File: config.mk
export PLATFORM = sky130hd
export DESIGN_NAME = ps2_keyboard_decoder
export DESIGN_NICKNAME = d
export VERILOG_FILES = /design/src/rtl/ps2_keyboard_decoder.sv
export SDC_FILE = /design/constraint.sdc
export NUM_CORES = 1
export LEC_CHECK = 0
export CAP_MARGIN = 10
export CORE_MARGIN = 2
export CORE_UTILIZATION = 55
export DETAILED_ROUTE_END_ITERATION = 6
export PLACE_DENSITY = 0.86
export SYNTH_ARGS = -nofsm -noshare
export SYNTH_HDL_FRONTEND = slang
export SYNTH_SLANG_ARGS = --single-unit
File: constraint.sdc
create_clock -name clk -period 2.4 [get_ports clk]
set_clock_uncertainty 0.05 [all_clocks]
set_input_delay 0.24 -clock clk [delete_from_list [all_inputs] [get_ports clk]]
set_output_delay 0.24 -clock clk [all_outputs]
set_load 0.005 [all_outputs]
File: src/rtl/ps2_keyboard_decoder.sv
// PS/2 keyboard receiver: conditions the raw PS/2 lines, deframes 11-bit scan-code frames,
// interprets the F0 break and E0 extended prefixes, and presents the held key as a level
// plus a one-cycle ready pulse per make/break event.
module ps2_keyboard_decoder #(
  parameter int unsigned FILTER_LEN     = 8,
  parameter int unsigned TIMEOUT_CYCLES = 100000
) (
  input  logic       clk,
  input  logic       rst_n,
  input  logic       ps2_clk,
  input  logic       ps2_data,
  output logic [7:0] keyboard_data,
  output logic       keyboard_ready,
  output logic       key_release,
  output logic       key_ext,
  output logic       frame_err
);

  localparam int unsigned FiltW    = $clog2(FILTER_LEN + 1);
  localparam int unsigned TimeoutW = $clog2(TIMEOUT_CYCLES + 1);

  localparam logic [7:0] CodeBreak = 8'hF0;
  localparam logic [7:0] CodeExt   = 8'hE0;

  typedef enum logic [2:0] {
    StIdle,
    StData,
    StParity,
    StStop,
    StProcess
  } state_e;

  // ---------------------------------------------------------------------------------------------
  // Input conditioning
  // ---------------------------------------------------------------------------------------------
  logic clk_meta_q, clk_sync_q;
  logic data_meta_q, data_sync_q;

  // Two-flop synchronizers; both lines idle high, so reset them high.
  always_ff @(posedge clk or negedge rst_n) begin
    if (!rst_n) begin
      clk_meta_q  <= 1'b1;
      clk_sync_q  <= 1'b1;
      data_meta_q <= 1'b1;
      data_sync_q <= 1'b1;
    end else begin
      clk_meta_q  <= ps2_clk;
      clk_sync_q  <= clk_meta_q;
      data_meta_q <= ps2_data;
      data_sync_q <= data_meta_q;
    end
  end

  logic [FiltW-1:0] filt_cnt_q, filt_cnt_d;
  logic             filt_q, filt_d;
  logic             filt_prev_q;
  logic             fall;

  // Glitch filter: the filtered clock follows the synchronized clock only after FILTER_LEN
  // consecutive samples disagree with it; any agreeing sample restarts the run.
  always_comb begin
    filt_d     = filt_q;
    filt_cnt_d = '0;
    if (clk_sync_q != filt_q) begin
      if (filt_cnt_q == FiltW'(FILTER_LEN - 1)) begin
        filt_d = clk_sync_q;
      end else begin
        filt_cnt_d = filt_cnt_q + FiltW'(1);
      end
    end
  end

  // Filter state and edge-detect history.
  always_ff @(posedge clk or negedge rst_n) begin
    if (!rst_n) begin
      filt_q      <= 1'b1;
      filt_cnt_q  <= '0;
      filt_prev_q <= 1'b1;
    end else begin
      filt_q      <= filt_d;
      filt_cnt_q  <= filt_cnt_d;
      filt_prev_q <= filt_q;
    end
  end

  assign fall = filt_prev_q & ~filt_q;

  // ---------------------------------------------------------------------------------------------
  // Frame FSM
  // ---------------------------------------------------------------------------------------------
  state_e                state_q, state_d;
  logic   [7:0]          shift_q;
  logic   [2:0]          bit_cnt_q;
  logic                  parity_ok_q;
  logic   [TimeoutW-1:0] to_cnt_q;
  logic                  brk_q, brk_d;
  logic                  ext_q, ext_d;
  logic                  in_frame;
  logic                  timeout;
  logic                  stop_ok;
  logic                  stop_err;

  logic [7:0] kb_data_q, kb_data_d;
  logic       ready_q, ready_d;
  logic       release_q, release_d;
  logic       ext_out_q, ext_out_d;
  logic       err_q, err_d;

  assign in_frame = (state_q == StData) || (state_q == StParity) || (state_q == StStop);
  // The counter saturates the wait between edges; an edge in the same cycle wins.
  assign timeout  = in_frame && !fall && (to_cnt_q == TimeoutW'(TIMEOUT_CYCLES - 1));
  assign stop_ok  = data_sync_q && parity_ok_q;
  assign stop_err = (state_q == StStop) && fall && !stop_ok;

  // State register.
  always_ff @(posedge clk or negedge rst_n) begin
    if (!rst_n) begin
      state_q <= StIdle;
    end else begin
      state_q <= state_d;
    end
  end

  // Next-state logic.
  always_comb begin
    state_d = state_q;
    unique case (state_q)
      StIdle: begin
        // A falling edge with data high is not a start bit; ignore it.
        if (fall && !data_sync_q) state_d = StData;
      end
      StData: begin
        if (timeout) state_d = StIdle;
        else if (fall && (bit_cnt_q == 3'd7)) state_d = StParity;
      end
      StParity: begin
        if (timeout) state_d = StIdle;
        else if (fall) state_d = StStop;
      end
      StStop: begin
        if (timeout) state_d = StIdle;
        else if (fall) state_d = stop_ok ? StProcess : StIdle;
      end
      StProcess: state_d = StIdle;
      default:   state_d = StIdle;
    endcase
  end

  // Frame datapath: shift register, bit counter, parity check and inter-edge timer.
  always_ff @(posedge clk or negedge rst_n) begin
    if (!rst_n) begin
      shift_q     <= '0;
      bit_cnt_q   <= '0;
      parity_ok_q <= 1'b0;
      to_cnt_q    <= '0;
    end else begin
      if (in_frame && !fall) begin
        to_cnt_q <= to_cnt_q + TimeoutW'(1);
      end else begin
        to_cnt_q <= '0;
      end
      if (fall) begin
        unique case (state_q)
          StIdle: begin
            shift_q   <= '0;
            bit_cnt_q <= '0;
          end
          StData: begin
            // LSB arrives first, so shift in from the top.
            shift_q   <= {data_sync_q, shift_q[7:1]};
            bit_cnt_q <= bit_cnt_q + 3'd1;
          end
          StParity: parity_ok_q <= ^{shift_q, data_sync_q};
          default: ;
        endcase
      end
    end
  end

  // Output and prefix-flag logic: decides what the processed code does to the key state.
  always_comb begin
    kb_data_d = kb_data_q;
    ready_d   = 1'b0;
    release_d = release_q;
    ext_out_d = ext_out_q;
    err_d     = timeout || stop_err;
    brk_d     = brk_q;
    ext_d     = ext_q;
    if (timeout) begin
      brk_d = 1'b0;
      ext_d = 1'b0;
    end
    if (state_q == StProcess) begin
      if (shift_q == CodeBreak) begin
        brk_d = 1'b1;
      end else if (shift_q == CodeExt) begin
        ext_d = 1'b1;
      end else begin
        ready_d   = 1'b1;
        release_d = brk_q;
        ext_out_d = ext_q;
        if (!brk_q) begin
          kb_data_d = shift_q;
        end else if (shift_q == kb_data_q) begin
          // Only releasing the held key clears it; other releases leave it alone.
          kb_data_d = 8'h00;
        end
        brk_d = 1'b0;
        ext_d = 1'b0;
      end
    end
  end

  // Registered outputs and prefix flags.
  always_ff @(posedge clk or negedge rst_n) begin
    if (!rst_n) begin
      kb_data_q <= 8'h00;
      ready_q   <= 1'b0;
      release_q <= 1'b0;
      ext_out_q <= 1'b0;
      err_q     <= 1'b0;
      brk_q     <= 1'b0;
      ext_q     <= 1'b0;
    end else begin
      kb_data_q <= kb_data_d;
      ready_q   <= ready_d;
      release_q <= release_d;
      ext_out_q <= ext_out_d;
      err_q     <= err_d;
      brk_q     <= brk_d;
      ext_q     <= ext_d;
    end
  end

  assign keyboard_data  = kb_data_q;
  assign keyboard_ready = ready_q;
  assign key_release    = release_q;
  assign key_ext        = ext_out_q;
  assign frame_err      = err_q;

endmodule

---- After elaboration in Yosys (flattened, before gate mapping) ----
Cells that the tools add are included.
word-level totals
  register bits after elaboration ......... 56
  word-level logic and storage cells ...... 91
  output and inout port bits .............. 12
cells by class
  add/sub/neg operators ................... 3
  reduce and logical (&&, ||, !) cells .... 22
  eq/ne operators ......................... 16
  bitwise logic cells ..................... 4
  mux-type cells .......................... 27
operator list
  cell                                           number
  2-to-1 mux 3 bit                               8
  adder 17 x 1 -> 17 bit, second input constant  1
  == test 17 bit, second input constant          1
  2-to-1 mux 17 bit                              1
  == test 8 bit, second input constant           2
  2-to-1 mux 8 bit                               2
  case mux 8 bit (2 select lines)                1
  case mux 3 bit (4 select lines)                1
  2-to-1 mux 1 bit                               11
  XOR reduction 9 bit                            1
  == test 8 bit                                  1
  2-to-1 mux 4 bit                               2
  AND reduction 4 bit                            2
  logical AND 1 bit                              7
  == test 3 x 2 -> 1 bit, second input constant  2
  == test 3 bit, second input constant           2
  inequality test 3 bit, second input constant   2
  case mux 3 bit (2 select lines)                1
  AND reduction 2 bit                            3
  adder 4 x 1 -> 4 bit, second input constant    1
  == test 4 x 3 -> 1 bit, second input constant  1
  adder 3 x 1 -> 3 bit, second input constant    1
  == test 3 x 1 -> 1 bit, second input constant  1
  zero test 1 bit                                3
  10 further kinds                               14

---- Logic depth before layout (Yosys ltp) ----
Gate-level depths: netlist of the first run.
  depth in word-level cells ............... 9
  mapped depth ............................ 7
  mapped depth without buffers ............ 5

---- Worst setup path after synthesis of the first run ----
OpenSTA, ideal clock, no wires.
  kind .................................... register to register
  from .................................... reg to_cnt_q[13]
  to ...................................... reg brk_q
  stages on the path, launching flop included .. 6
  arrival time ............................ 1.975 ns
  data required time ...................... 2.210 ns
  setup slack ............................. 0.235 ns
  setup time .............................. 0.140 ns
  path through ............................ dfrtp_1 -> or4b_1 -> or4_1 -> or4_4 -> a32oi_1 -> nor2_1
on the way
  longest elaborated chain between the ends .. 6
ends and longest elaborated chain
  what                    RTL line  source
  from (decl)             95        logic [TimeoutW-1:0] to_cnt_q;
  from (signal assigned)  158       to_cnt_q <= to_cnt_q + TimeoutW'(1);
  == test 17 bit *        111       assign timeout = in_frame && !fall && (to_cnt_q == TimeoutW'(TIMEOUT_CYCLES - 1));
  logical AND 1 bit *     111
  2-to-1 mux 1 bit *      189       if (timeout) begin
  2-to-1 mux 1 bit        196       end else if (shift_q == CodeExt) begin
  2-to-1 mux 1 bit        194       if (shift_q == CodeBreak) begin
  2-to-1 mux 1 bit *      193       if (state_q == StProcess) begin
  named net brk_d         96        logic brk_q, brk_d;
  to (signal assigned)    230       brk_q <= brk_d;
  to (decl)               96
The timed path passes the listed nets; every way through them passes the cells marked *.
A chain may end at the register's enable or synchronous reset.

---- Final worst setup path of the first run ----
  from .................................... reg to_cnt_q[12]
  to ...................................... reg brk_q
The elaborated chain is that of the path after synthesis.

==> key figures, run 1 <==
Routing
  • Initial drt markers: 144
  • DR vias/cell: 5.68
  • Number of routed nets with antenna violations: 0
  • Routed via count: ~1700
  • DRT Pass-1 Iters: 4
  • DR WL/cell: 15.6 um
  • Number of remaining DRC errors: 0
  • WL final: 4610 um

Min path
  • HP Class: in -> async

Synth
  • Sequential element share of the synthesized area: 56.0%
  • Register bit count reported by yosys: 56
  • Synth Instances: 230
  • Main synth FF type: dfrtp_1
  • Post-synth design cell area: 2520 sq um
  • Synth unique cells: 36
  • Synth top area share: 49.7%
  • Avg Inst Size Synth: 10.9 sq um
  • Synth warn: 0
  • Synth Net Count: about 240
  • Number of synthesized flops with an enable pin: 0
  • Asr flop ratio synth: 100%
  • Area leader, netlist: dfrtp_1
  • Area contributors post-synth: dfrtp_1 (50%), xnor2_1 (7.3%), dfstp_2 (6.3%)

Global routing
  • Largest net degree at the start of global routing: 57
  • Number of global-route vias before repair: 1667
  • Overflow after GRT: 0
  • GRT Total Usage: about a fifth
  • Initial antenna violation count: 0
  • First-pass GRT wire length: 7800 um

Critical path
  • Setup crit end kind: flop
  • CP Cell Sequence: or4b_1, or4_1, or4_4, a32oi_1, nor2_1
  • WP data arrival: 2.45 ns
  • Startpoint Class: flop
  • Required time worst endpoint: ~2.6 ns
  • Worst-path fanout max: 5
  • Count of buffer and inverter cells on the critical path: 0
  • CP max stage delay: 0.53 ns
  • Slowest CP cell: or4_4
  • Critical path class: reg -> reg
  • Largest delay contributor family on the critical path: simple AND/OR/NAND/NOR gates

Cells and area
  • Ratio of cells with drive above 1 in the final layout: 10.7%
  • Fin nets: 250
  • # diodes: 0
  • Area grow syn2layout: 11.5%
  • Layout Utilization: 64.0%
  • Fill count: 341

STA
  • Setup TNS: 0 ns
  • Pins Over Slew Limit: 0
  • Endpoints failing hold: 3
  • Final setup viols: 0
  • Final cycle utilization of the critical path: 95.8%
  • Slew HR: 53.2%
  • Worst slew pin tran: around 0.7 ns
  • Fmax: 435 MHz
  • Min Hold Slack: -0.00248 ns
  • Final min period: 2.30 ns
  • RSZ-0062 raised after global routing: false

CTS
  • Clk_lat worst skew: 0.31 ns
  • Num Clock Sinks: 56
  • CTS Root Cell: clkbuf_8
  • TritonCTS Buffers: 5
  • Clk pin slew, worst setup/hold paths: 0.10 ns
  • Postcts setup bufs: 0
  • CTS tree: built
  • Cts hold-fix bufs: 0
  • Maximum clock path buffer count: 2
  • Post-CTS sizing: 0
  • Number of H-tree levels: 2

Floorplan
  • Number of core rows: 24
  • Die X: 71.6 um
  • Die Ht: around 72 um
  • Die ar.: 5130 sq um
  • Boundary pin count: 16
  • Initial core utilization: 57.4%
  • Core ar.: 4380 sq um

Placement
  • Port bufs: 15
  • DP HPWL: 3180 um
  • GP Congestion: 0.781

Power
  • VDD IR max: around 0.56 mV
  • P_leak: 1.24 nW
  • Pwr/cell area: between 700 and 800 nW/um^2

Run status
  • Failing checks: hold timing
  • Status: finished with violations

Flow run
  • Max-Cap Viols: 0
where the power goes:
part	switching, W	internal [W]
clock network	0.000293	0.000341
registers	0.0000950	0.00105
logic	0.000247	0.000166
registers in the layout (all words and copies together), names as in the netlist:
signal / flops
bit_cnt_q: 3
filt_prev_q: 1
filt_cnt_q: 4
clk_meta_q: 1
filt_q: 1
data_meta_q: 1
ext_q: 1
data_sync_q: 1
state_q: 3
brk_q: 1
key_ext: 1
clk_sync_q: 1
keyboard_data: 8
to_cnt_q: 17
frame_err: 1
shift_q: 8
key_release: 1
parity_ok_q: 1
keyboard_ready: 1
cells in the mapped netlist (3+ instances only):
master    count
nand4_1       6
xor2_1       12
nor2_1       34
o21ai_0       3
nand3_1      11
nor3_1        4
clkbuf_1     11
nor2b_1       3
nand2_1      17
dfstp_2       6
dfrtp_1      50
a21oi_1       3
xnor2_1      21
a22o_1       18
ha_1          4
final cells by class:
| cell class | instances | area (sq um) | area share, % |
|---|---|---|---|
| clock buffers | 6 | 82.6 | 2.94 |
| well taps | 52 | 65.1 | 2.32 |
| clock inverters | 2 | 38.8 | 1.38 |
| multi-input cells | 157 | 1020 | 36.4 |
| flip-flops and latches | 56 | 1410 | 50.2 |
| inverters | 2 | 7.51 | 0.267 |
| repair buffers | 20 | 183 | 6.51 |
metal layers:
metal / share of wire [%] / track usage, % / wire length [um] / vias up
met3: 2.6 / 4.92 / 121 / 7
met4: 1.5 / 9.22 / 67 / 0
met2: 50 / 30.1 / 2280 / 20
met5: 0 / 0 / 0 / -
li1: - / - / - / 814
met1: 46 / 27.2 / 2140 / 836
cell usage in the layout (no fill, tap or decap):
cell type	synthesis	layout
o21ai_0	3	3
or4_1	1	1
mux2_1	2	2
or4b_1	1	1
a31oi_1	1	1
a32oi_1	1	1
clkinv_4	0	1
nor2b_1	3	3
o31ai_1	2	2
ha_1	4	4
or3_2	1	1
nand3_1	11	11
bufinv_16	0	1
nand2b_2	1	1
a22o_1	18	18
a21oi_1	3	3
a41oi_1	1	1
xnor2_1	21	21
nor2_1	34	34
or4_4	1	1
clkbuf_8	0	6
and3_2	1	1
mux2_2	1	1
clkdlybuf4s50_1	0	14
or2_1	1	1
xor2_1	12	12
and3_1	2	2
inv_1	2	2
dfstp_2	6	6
and2b_2	1	1
dfrtp_1	50	50
nor3_1	4	4
buf_2	0	1
nand4_1	6	6
nand2_1	17	17
or3_1	1	1
buf_4	1	5
nor4_1	2	2
path summary, 6_finish.rpt:
path / start / end / slack (ns) / cells past startpoint
worst max-delay path: to_cnt_q[12] / brk_q / 0.10 / 5
worst min-delay path: rst_n / shift_q[1] / -0.002 / 2
worst max register to register: to_cnt_q[12] / brk_q / 0.10 / 5
worst min register to register: clk_meta_q / clk_sync_q / 0.31 / 0
max in group asynchronous: rst_n / to_cnt_q[10] / 1.83 / 2
min in group clk: ps2_data / data_meta_q / 0.28 / 1
kinds of logic (layout without fill, tap and decap cells):
logic type / count (synthesis) / count (layout) / synth area share, %
XOR/XNOR: 33 / 33 / 11.5
flip-flops: 56 / 56 / 56.0
multiplexers: 3 / 3 / 1.34
adder cells (fa/ha/maj): 4 / 4 / 1.99
buffers and inverters: 17 / 30 / 3.43
AND/OR/NAND/NOR: 88 / 88 / 16.8
AO/OA/AOI/OAI: 29 / 29 / 9.00
through the flow:
| stage | hold WS, ns | setup slack (ns) | instances | area (sq um) | total power [W] |
|---|---|---|---|---|---|
| floorplan | -0.106 | 0.235 | 230 | 2520 | 0.00147 |
| global placement | 0.296 | 0.200 | 287 | 2690 | 0.00155 |
| detailed placement | 0.298 | 0.113 | 287 | 2690 | 0.00157 |
| CTS | 0.0191 | 0.0990 | 295 | 2810 | 0.00220 |
| global route | 0.0542 | 0.0273 | 295 | 2810 | 0.00232 |
| finish | -0.00248 | 0.101 | 295 | 2810 | 0.00219 |
(Power assumes the default switching activity.)
==> run 2, diff against run 1 <==
--- a/config.mk
+++ b/config.mk
@@ -10,6 +10,7 @@
 export CORE_UTILIZATION = 55
 export DETAILED_ROUTE_END_ITERATION = 6
 export PLACE_DENSITY = 0.86
+export SETUP_SLACK_MARGIN = 0.1
 export SYNTH_ARGS = -nofsm -noshare
 export SYNTH_HDL_FRONTEND = slang
 export SYNTH_SLANG_ARGS = --single-unit
==> key figures, run 2 (synthesis gave the netlist of run 1 again) <==
Placement
  • Placed cell area: 2690 sq um
  • Place WS: between 0.1 and 0.15 ns
  • DP HPWL: around 3200 um
  • Port bufs: 15
  • GP Congestion: roughly 0.8

Power
  • Internal power: 0.00155 W
  • VDD IR max: 0.553 mV
  • Reg power frac: 52.1%
  • Switching Share: slightly below 30%
  • Psw: about 0.00063 W
  • P_leak: 1.25 nW
  • Logic pwr share: 19.1%
  • Pwr/cell area: 774 nW/um^2
  • Clock Power Share: 28.8%

CTS
  • CTS Root Cell: clkbuf_8
  • CTS tree: built
  • Number of H-tree levels: 2
  • Maximum clock path buffer count: 2
  • Clk pin slew, worst setup/hold paths: 0.10 ns
  • Num Clock Sinks: 56
  • TritonCTS Buffers: 5
  • Clk_lat worst skew: 0.31 ns

Global routing
  • GRT Total Usage: 20.1%
  • Overflow after GRT: 0
  • First-pass GRT wire length: 7910 um
  • Largest net degree at the start of global routing: 57
  • Initial antenna violation count: 0
  • Number of global-route vias before repair: 1665

Cells and area
  • Most frequent cells in the layout: dfrtp_1 (50), nor2_1 (34), xnor2_1 (21)
  • Area grow syn2layout: 12.4%
  • Ratio of cells with drive above 1 in the final layout: a little under an eighth
  • Largest reg by FF count: to_cnt_q
  • Design area: 2830 sq um
  • Commonest non-fill, non-tap cell in the layout: dfrtp_1
  • # diodes: 0
  • Max reg flops: 17
  • Fin nets: 253

Routing
  • WL final: 4770 um
  • DRT Pass-1 Iters: 4
  • DR vias/cell: 5.73
  • Routed via count: 1709
  • Number of routed nets with antenna violations: 0
  • Number of remaining DRC errors: 0
  • Initial drt markers: between 100 and 150
  • DR WL/cell: 16.0 um

Floorplan
  • Die Ht: 71.6 um
  • Core ar.: 4380 sq um
  • Die ar.: 5130 sq um
  • Initial core utilization: a little under three fifths
  • Number of core rows: 24
  • Boundary pin count: 16
  • Die X: 71.6 um

Critical path
  • Critical path class: reg -> reg
  • Worst-path fanout max: 5
  • Startpoint Class: flop
  • Required time worst endpoint: 2.55 ns
  • Setup crit end kind: flop
  • WP data arrival: 2.44 ns

STA
  • RSZ-0062 raised after global routing: true
  • Final cycle utilization of the critical path: 95.4%
  • Min Hold Slack: -0.0140 ns
  • Final setup viols: 0
  • Final min period: 2.29 ns
  • Endpoints failing hold: 11
  • Fmax: 437 MHz
  • Setup TNS: 0 ns
  • Worst slew pin tran: 0.713 ns
  • Pins Over Slew Limit: 0
  • Final worst slack: 0.111 ns
  • Slew HR: 52.3%

Run status
  • Status: finished with violations
  • Failing checks: hold timing

Flow run
  • Max-Cap Viols: 0

Min path
  • HP Class: in -> async
## run 2: cell count changes in the layout (fill, tap and decap cells not counted)
cell   before  now
buf_4       5    8
## run 2: power by group through the flow
stage | Clock (W) | Combinational [W] | Sequential [W]
floorplan | 0 | 0.000357 | 0.00112
global placement | 0 | 0.000399 | 0.00115
detailed placement | 0 | 0.000411 | 0.00116
CTS | 0.000642 | 0.000417 | 0.00114
global route | 0.000679 | 0.000482 | 0.00116
finish | 0.000631 | 0.000417 | 0.00114
## run 2: what timing repair did
item | 4_1_cts | 5_1_grt
resized for setup | 0 | 0
setup endpoints to repair | 1 | 3
setup buffers | 1 | 2
pin swaps | 0 | 1
hold buffers | 0 | 0
## run 2: metrics by stage
stage,power [W],cells,utilization [%]
after floorplan,0.00147,230,-
after global routing,0.00232,298,64.5
final,0.00219,298,64.5
after global placement,0.00155,287,61.2
after detailed placement,0.00157,287,61.2
after CTS,0.00220,296,64.2
## run 2: metal layers
layer	routed length (um)	vias up	track usage, %
li1	-	817	-
met1	2110	857	27.7
met2	2440	31	30.9
met3	169	4	4.78
met4	49	0	8.60
met5	0	-	0
## run 2: path summary, 6_finish.rpt
kind | startpoint | to | slack [ns] | cells after the start
max | to_cnt_q[13] | brk_q | 0.11 | 5
min reg2reg | clk_meta_q | clk_sync_q | 0.31 | 0
max reg2reg | to_cnt_q[13] | brk_q | 0.11 | 5
min | rst_n | shift_q[1] | -0.01 | 2
min in group clk | ps2_data | data_meta_q | 0.28 | 1
max in group asynchronous | rst_n | to_cnt_q[9] | 1.85 | 2
## run 2: area by class of cell
| class | count | area [sq um] |
|---|---|---|
| Sequential cell | 56 | 1410 |
| Timing Repair Buffer | 23 | 205 |
| Tap cell | 52 | 65.1 |
| Multi-Input combinational cell | 157 | 1020 |
| Inverter | 2 | 7.51 |
| Fill cell | 333 | 1560 |
| Clock inverter | 2 | 38.8 |
| Clock buffer | 6 | 82.6 |
## run 2: critical path, stage by stage (launching register included)
cell	delay, ns
dfrtp_1	0.42
or4b_1	0.51
or4_1	0.43
or4_4	0.53
a32oi_1	0.18
nor2_1	0.06
